$ cat config.mk
export PLATFORM = sky130hd
export DESIGN_NAME = matrix_scan_driver
export DESIGN_NICKNAME = d
export VERILOG_FILES = /design/src/rtl/matrix_scan_driver.sv
export SDC_FILE = /design/constraint.sdc
export NUM_CORES = 1
export LEC_CHECK = 0
export BUFFER_PORTS_ARGS = -buffer_cell sky130_fd_sc_hd__buf_2
export CELL_PAD_IN_SITES_DETAIL_PLACEMENT = 2
export CELL_PAD_IN_SITES_GLOBAL_PLACEMENT = 2
export CORE_UTILIZATION = 36
export CTS_CLUSTER_DIAMETER = 120
export DETAILED_ROUTE_END_ITERATION = 8
export GPL_TIMING_DRIVEN = 0
export PLACE_DENSITY = 0.92
export SLEW_MARGIN = 30
export SYNTH_ARGS = -nofsm -noshare
export SYNTH_HDL_FRONTEND = slang
export SYNTH_SLANG_ARGS = --single-unit
$ cat constraint.sdc
create_clock -name clk -period 4.35 [get_ports clk]
set_input_delay 0.87 -clock clk [delete_from_list [all_inputs] [get_ports clk]]
set_output_delay 0.87 -clock clk [all_outputs]
set_load 0.02 [all_outputs]
$ cat src/rtl/matrix_scan_driver.sv
// rtl/matrix_scan_driver.sv - row-scanned N x N red/green dot-matrix driver
//
// Purpose: time-multiplexes an N x N bi-colour dot matrix one row at a time
// and draws one of four fixed patterns (LOCKED frame, OPENED fill, ERROR
// cross, BLANK). The displayed pattern only changes on frame boundaries.
//
// Ports:
//   clk          in   rising-edge clock
//   rst          in   synchronous active-high reset
//   mode[1:0]    in   00 LOCKED, 01 OPENED, 10 ERROR, 11 BLANK
//   row[N-1:0]   out  row select, active-low, at most one bit low
//   col_r[N-1:0] out  red column drive, active-high, bit c = column c
//   col_g[N-1:0] out  green column drive, active-high, bit c = column c
//
// Build option: define MATRIX_BLINK_EN to blink the ERROR pattern with a
// half-period of BLINK_FRAMES frames; otherwise ERROR is shown steadily.
module matrix_scan_driver #(
  parameter int N            = 8,
  parameter int SCAN_DIV     = 1250,
  parameter int BLINK_FRAMES = 25
) (
  input  logic         clk,
  input  logic         rst,
  input  logic [1:0]   mode,
  output logic [N-1:0] row,
  output logic [N-1:0] col_r,
  output logic [N-1:0] col_g
);

  localparam int PW = (SCAN_DIV > 1) ? $clog2(SCAN_DIV) : 1;
  localparam int RW = (N > 1) ? $clog2(N) : 1;

  typedef enum logic [1:0] {
    MODE_LOCKED = 2'b00,
    MODE_OPENED = 2'b01,
    MODE_ERROR  = 2'b10,
    MODE_BLANK  = 2'b11
  } mode_e;

  logic [PW-1:0] p_q, p_d;
  logic [RW-1:0] r_q, r_d;
  mode_e         mode_q, mode_d;
  logic [N-1:0]  row_q, row_d;
  logic [N-1:0]  col_r_q, col_r_d;
  logic [N-1:0]  col_g_q, col_g_d;

  logic          last_p;
  logic          last_r;
  logic          frame_end;
  logic [N-1:0]  row_bit;
  logic [N-1:0]  mirror_bit;
  logic          show_error;

`ifdef MATRIX_BLINK_EN
  localparam int FW = (2 * BLINK_FRAMES > 1) ? $clog2(2 * BLINK_FRAMES) : 1;
  logic [FW-1:0] f_q, f_d;
`endif

  assign last_p     = (p_q == PW'(SCAN_DIV - 1));
  assign last_r     = (r_q == RW'(N - 1));
  assign frame_end  = last_p && last_r;
  assign row_bit    = N'(1) << r_q;
  assign mirror_bit = N'(1) << (RW'(N - 1) - r_q);

  always_comb begin
    p_d    = last_p ? '0 : p_q + 1'b1;
    r_d    = r_q;
    mode_d = mode_q;
    if (last_p) begin
      r_d = last_r ? '0 : r_q + 1'b1;
    end
    // Mode is latched only at the frame wrap so a frame is never torn.
    if (frame_end) begin
      mode_d = mode_e'(mode);
    end
  end

`ifdef MATRIX_BLINK_EN
  // Frame counter restarts on a mode change so a fresh ERROR begins lit.
  always_comb begin
    f_d = f_q;
    if (frame_end) begin
      if (mode_e'(mode) != mode_q) begin
        f_d = '0;
      end else if (f_q == FW'(2 * BLINK_FRAMES - 1)) begin
        f_d = '0;
      end else begin
        f_d = f_q + 1'b1;
      end
    end
  end
  assign show_error = (f_q < FW'(BLINK_FRAMES));
`else
  assign show_error = 1'b1;
`endif

  // p == 0 is the anti-ghosting gap: everything off for one cycle per slot.
  always_comb begin
    row_d   = '1;
    col_r_d = '0;
    col_g_d = '0;
    if (p_q != '0) begin
      case (mode_q)
        MODE_LOCKED: begin
          row_d   = ~row_bit;
          col_r_d = (r_q == '0 || last_r) ? '1 : {1'b1, {(N-2){1'b0}}, 1'b1};
        end
        MODE_OPENED: begin
          row_d   = ~row_bit;
          col_g_d = '1;
        end
        MODE_ERROR: begin
          if (show_error) begin
            row_d   = ~row_bit;
            col_r_d = row_bit | mirror_bit;
          end
        end
        default: begin
          row_d = '1;
        end
      endcase
    end
  end

  always_ff @(posedge clk) begin
    if (rst) begin
      p_q     <= '0;
      r_q     <= '0;
      mode_q  <= MODE_BLANK;
      row_q   <= '1;
      col_r_q <= '0;
      col_g_q <= '0;
`ifdef MATRIX_BLINK_EN
      f_q     <= '0;
`endif
    end else begin
      p_q     <= p_d;
      r_q     <= r_d;
      mode_q  <= mode_d;
      row_q   <= row_d;
      col_r_q <= col_r_d;
      col_g_q <= col_g_d;
`ifdef MATRIX_BLINK_EN
      f_q     <= f_d;
`endif
    end
  end

  assign row   = row_q;
  assign col_r = col_r_q;
  assign col_g = col_g_q;

endmodule

==> results.py <==
metrics = {
    "min_path": {
        "min_from": "p_q[0]",
        "min_path_type": "flop to flop",
        "holdPathEnd": "p_q[0]",
        "hold_depth": 1,
    },
    "global_route": {
        "grt_antenna_before_repair": 0,
        "grt_pass1_wl_mm": 6.83,
        "gr-usage-all-layers": 0.219,
        "grt-ovfl-total": 0,
        "grt_max_degree": 11,
        "grt_pass1_vias": 1337,
    },
    "pwr": {
        "p_sw_frac": 0.238,
        "switchingPower_uw": 133,
        "intPower_uw": 425,
        "pwr-share-clk": 0.451,
        "p_comb_frac": 0.064,
        "seq_power_share": 0.485,
        "p_leak_uw": 0.000741,
        "ir_drop_mv": 0.168,
        "power_density_nw_per_um2": 317,
    },
    "cts": {
        "cts_max_path_buffers": 2,
        "cts_resized": 0,
        "h-tree-depth": 2,
        "cts_sinks": 29,
        "clk_pin_slew_ns": 0.06,
        "cts_root_buffer": "clkbuf_8",
        "tritoncts": "built",
        "cts_made_buffers": 5,
        "insertion_delay_ns": 0.29,
        "postCtsSetupRepairBufs": 0,
        "postCtsHoldBufs": 0,
    },
    "synthesis": {
        "synth.distinct_cells": 35,
        "synth_fa_ha_area_frac": 0.0941,
        "ys_seq_area_frac": 0.397,
        "netlist.area_leader.share": 0.397,
        "netlist_instances": 151,
        "synth-xor-area-share": 0.0240,
        "synth_mux_area_frac": 0.0556,
        "syn_area_sq_um": 1460,
        "synth_compound_area_frac": 0.0907,
        "yosysTopAreaCell": "dfxtp_1",
        "synth_simple_gate_area_frac": 0.218,
        "yosys-top-cells-area": "dfxtp_1 (40%), ha_1 (9.4%), buf_4 (6.2%)",
        "synth_top_family_by_area": "simple AND/OR/NAND/NOR gates",
        "ys_warn_count": 0,
        "syn_nets": 166,
        "synth-seq-cells": 29,
        "synth_area_per_cell_sq_um": 9.69,
    },
    "floorplan": {
        "ios": 28,
        "die_area_sq_um": 4320,
        "core_sq_um": 3770,
        "die_w_um": 65.7,
        "die_h_um": 65.7,
        "rows": 22,
        "initial_core_util": 0.388,
    },
    "drt": {
        "drt-initial-drc-count": 44,
        "wl_mm": 4.19,
        "vias": 1230,
        "drt-vias-per-instance": 5.26,
        "drc": 0,
        "antenna_left": 0,
        "wire_per_inst_um": 17.9,
        "drt-pass1-iter-count": 4,
    },
    "critical_path": {
        "rr_endpoint": "col_r[0]",
        "criticalPathCategory": "flop to flop",
        "r2r_slack_ns": 1.99,
        "regToRegStartpoint": "p_q[0]",
        "cp.arrival_ns": 2.46,
        "critPathRequiredTime_ns": 4.46,
        "crit_fanout": 6,
        "end_kind": "flop",
        "reg2regPathDepth": 5,
        "critical_path.startpoint_type": "flop",
    },
    "layout": {
        "layout-drive-gt1-share": 0.312,
        "antenna_cells": 0,
        "fillerInstances": 425,
        "multi_input_area_sq_um": 706,
        "final_nets": 200,
        "area_growth_pct": 20.3,
        "register_area_sq_um": 581,
    },
    "place": {
        "portBuffers": 27,
        "hpwl_mm": 2.93,
        "gp_congestion": 0.776,
        "pre_cts_ws_ns": 2.04,
    },
    "sta": {
        "rsz0062_at_grt": "no",
        "post-route-period-util": 0.542,
        "worst_slack_ns": 1.99,
        "max_slew_margin": 0.371,
        "min_period_ns": 2.36,
        "fin_skew_ns": 0.00584,
        "fmax_mhz": 424,
        "hold_viol_final": 0,
        "whs_ns": 0.513,
        "setup_violations": 0,
        "tns_ns": 0,
        "worst_slew_pin_slew_ns": 0.934,
        "maxSlewViolCount": 0,
    },
    "status": {
        "status": "complete, no violations",
    },
    "run": {
        "cap_violations": 0,
    },
}
==> power by group through the flow <==
stage	registers [uW]	logic (uW)	clock network [uW]
after floorplan	276	25.0	0
after global placement	276	32.8	0
after detailed placement	276	34.8	0
after CTS	271	35.5	257
after global routing	271	38.1	268
final	270	35.5	252
==> layer usage <==
metal	track usage	up-vias	wire length [um]	part of all wire
li1	-	592	-	-
met1	0.240	594	1760	0.42
met2	0.397	38	2190	0.52
met3	0.0590	6	184	0.044
met4	0.0842	0	61	0.015
met5	0	-	0	0
==> synthesized netlist by cell type <==
library cell,number
clkbuf_4,1
or4_1,4
nand3b_1,1
mux2i_1,7
buf_6,3
nand3_1,7
o31ai_1,3
nand4bb_1,1
mux2_2,1
and4_4,1
nor4_1,3
o21ai_0,3
clkbuf_1,2
or3_1,3
a211oi_1,2
nor3_1,1
nor2b_1,2
ha_1,11
xor2_1,3
nand4_1,7
nor4_4,1
or4_4,1
nor2_1,11
a21oi_1,7
buf_4,12
or2_2,1
inv_1,10
nand2_1,6
o41ai_4,1
a211o_1,1
dfxtp_1,29
xnor2_1,1
or4b_2,1
a2111oi_0,1
and3_1,2
==> final cells by class <==
cell class              instances  share of cell area
multi-input cells              94               0.401
inverters                      10              0.0213
flip-flops and latches         29               0.330
clock inverters                 1             0.00284
repair buffers                 27              0.0768
plain buffers                  18              0.0789
well taps                      48              0.0341
clock buffers                   7              0.0548
==> worst max-delay path: stages, from the launching register on <==
cell       delay (ns)
dfxtp_1          0.37
inv_1            0.09
ha_1             0.15
or4b_2           0.61
nor4_1           0.73
a2111oi_0        0.23
==> sequential cells by signal (all words and copies together), names as in the netlist <==
register,cells
p_q,11
row,8
col_r,4
r_q,3
mode_q,2
col_g,1
==> cell usage in the layout, fill, tap and decap left out, types with 2 or more instances in the layout <==
cell type / instances
buf_6: 3
nor2b_1: 2
nor2_1: 11
clkbuf_8: 7
clkbuf_1: 2
inv_1: 10
buf_4: 12
ha_1: 11
nand4_1: 7
or4_1: 4
nand3_1: 7
a211oi_1: 2
or3_1: 3
mux2i_1: 7
o21ai_0: 3
buf_2: 27
dfxtp_1: 29
nand2_1: 6
a21oi_1: 7
xor2_1: 3
and3_1: 2
o31ai_1: 3
nor4_1: 3
==> through the flow <==
step | instances | util | cell area, sq um | power [uW]
after floorplan | 151 | - | 1460 | 301
after global placement | 226 | 0.440 | 1660 | 309
after detailed placement | 226 | 0.440 | 1660 | 311
after CTS | 234 | 0.466 | 1760 | 563
after global routing | 234 | 0.466 | 1760 | 577
final | 234 | 0.466 | 1760 | 558
==> how the worst max path moves through the flow <==
stage	startpoint	to	slack [ns]	cells after the start
3_3_place_gp	p_q[0]	col_r[0]	2.19	5
2_1_floorplan	p_q[0]	col_g[6]	2.40	6
3_5_place_dp	p_q[0]	col_r[0]	2.04	5
5_1_grt	p_q[0]	col_r[0]	1.93	5
4_1_cts	p_q[0]	col_r[0]	2.00	5
6_report	p_q[0]	col_r[0]	1.99	5
==> logic make-up (layout without fill, tap and decap cells) <==
family / count (synthesis) / after routing
XOR/XNOR: 4 / 4
buffers and inverters: 28 / 63
adder cells (fa/ha/maj): 11 / 11
AO/OA/AOI/OAI: 18 / 18
multiplexers: 8 / 8
flip-flops: 29 / 29
AND/OR/NAND/NOR: 53 / 53
Power figures use the tool's default switching activity.
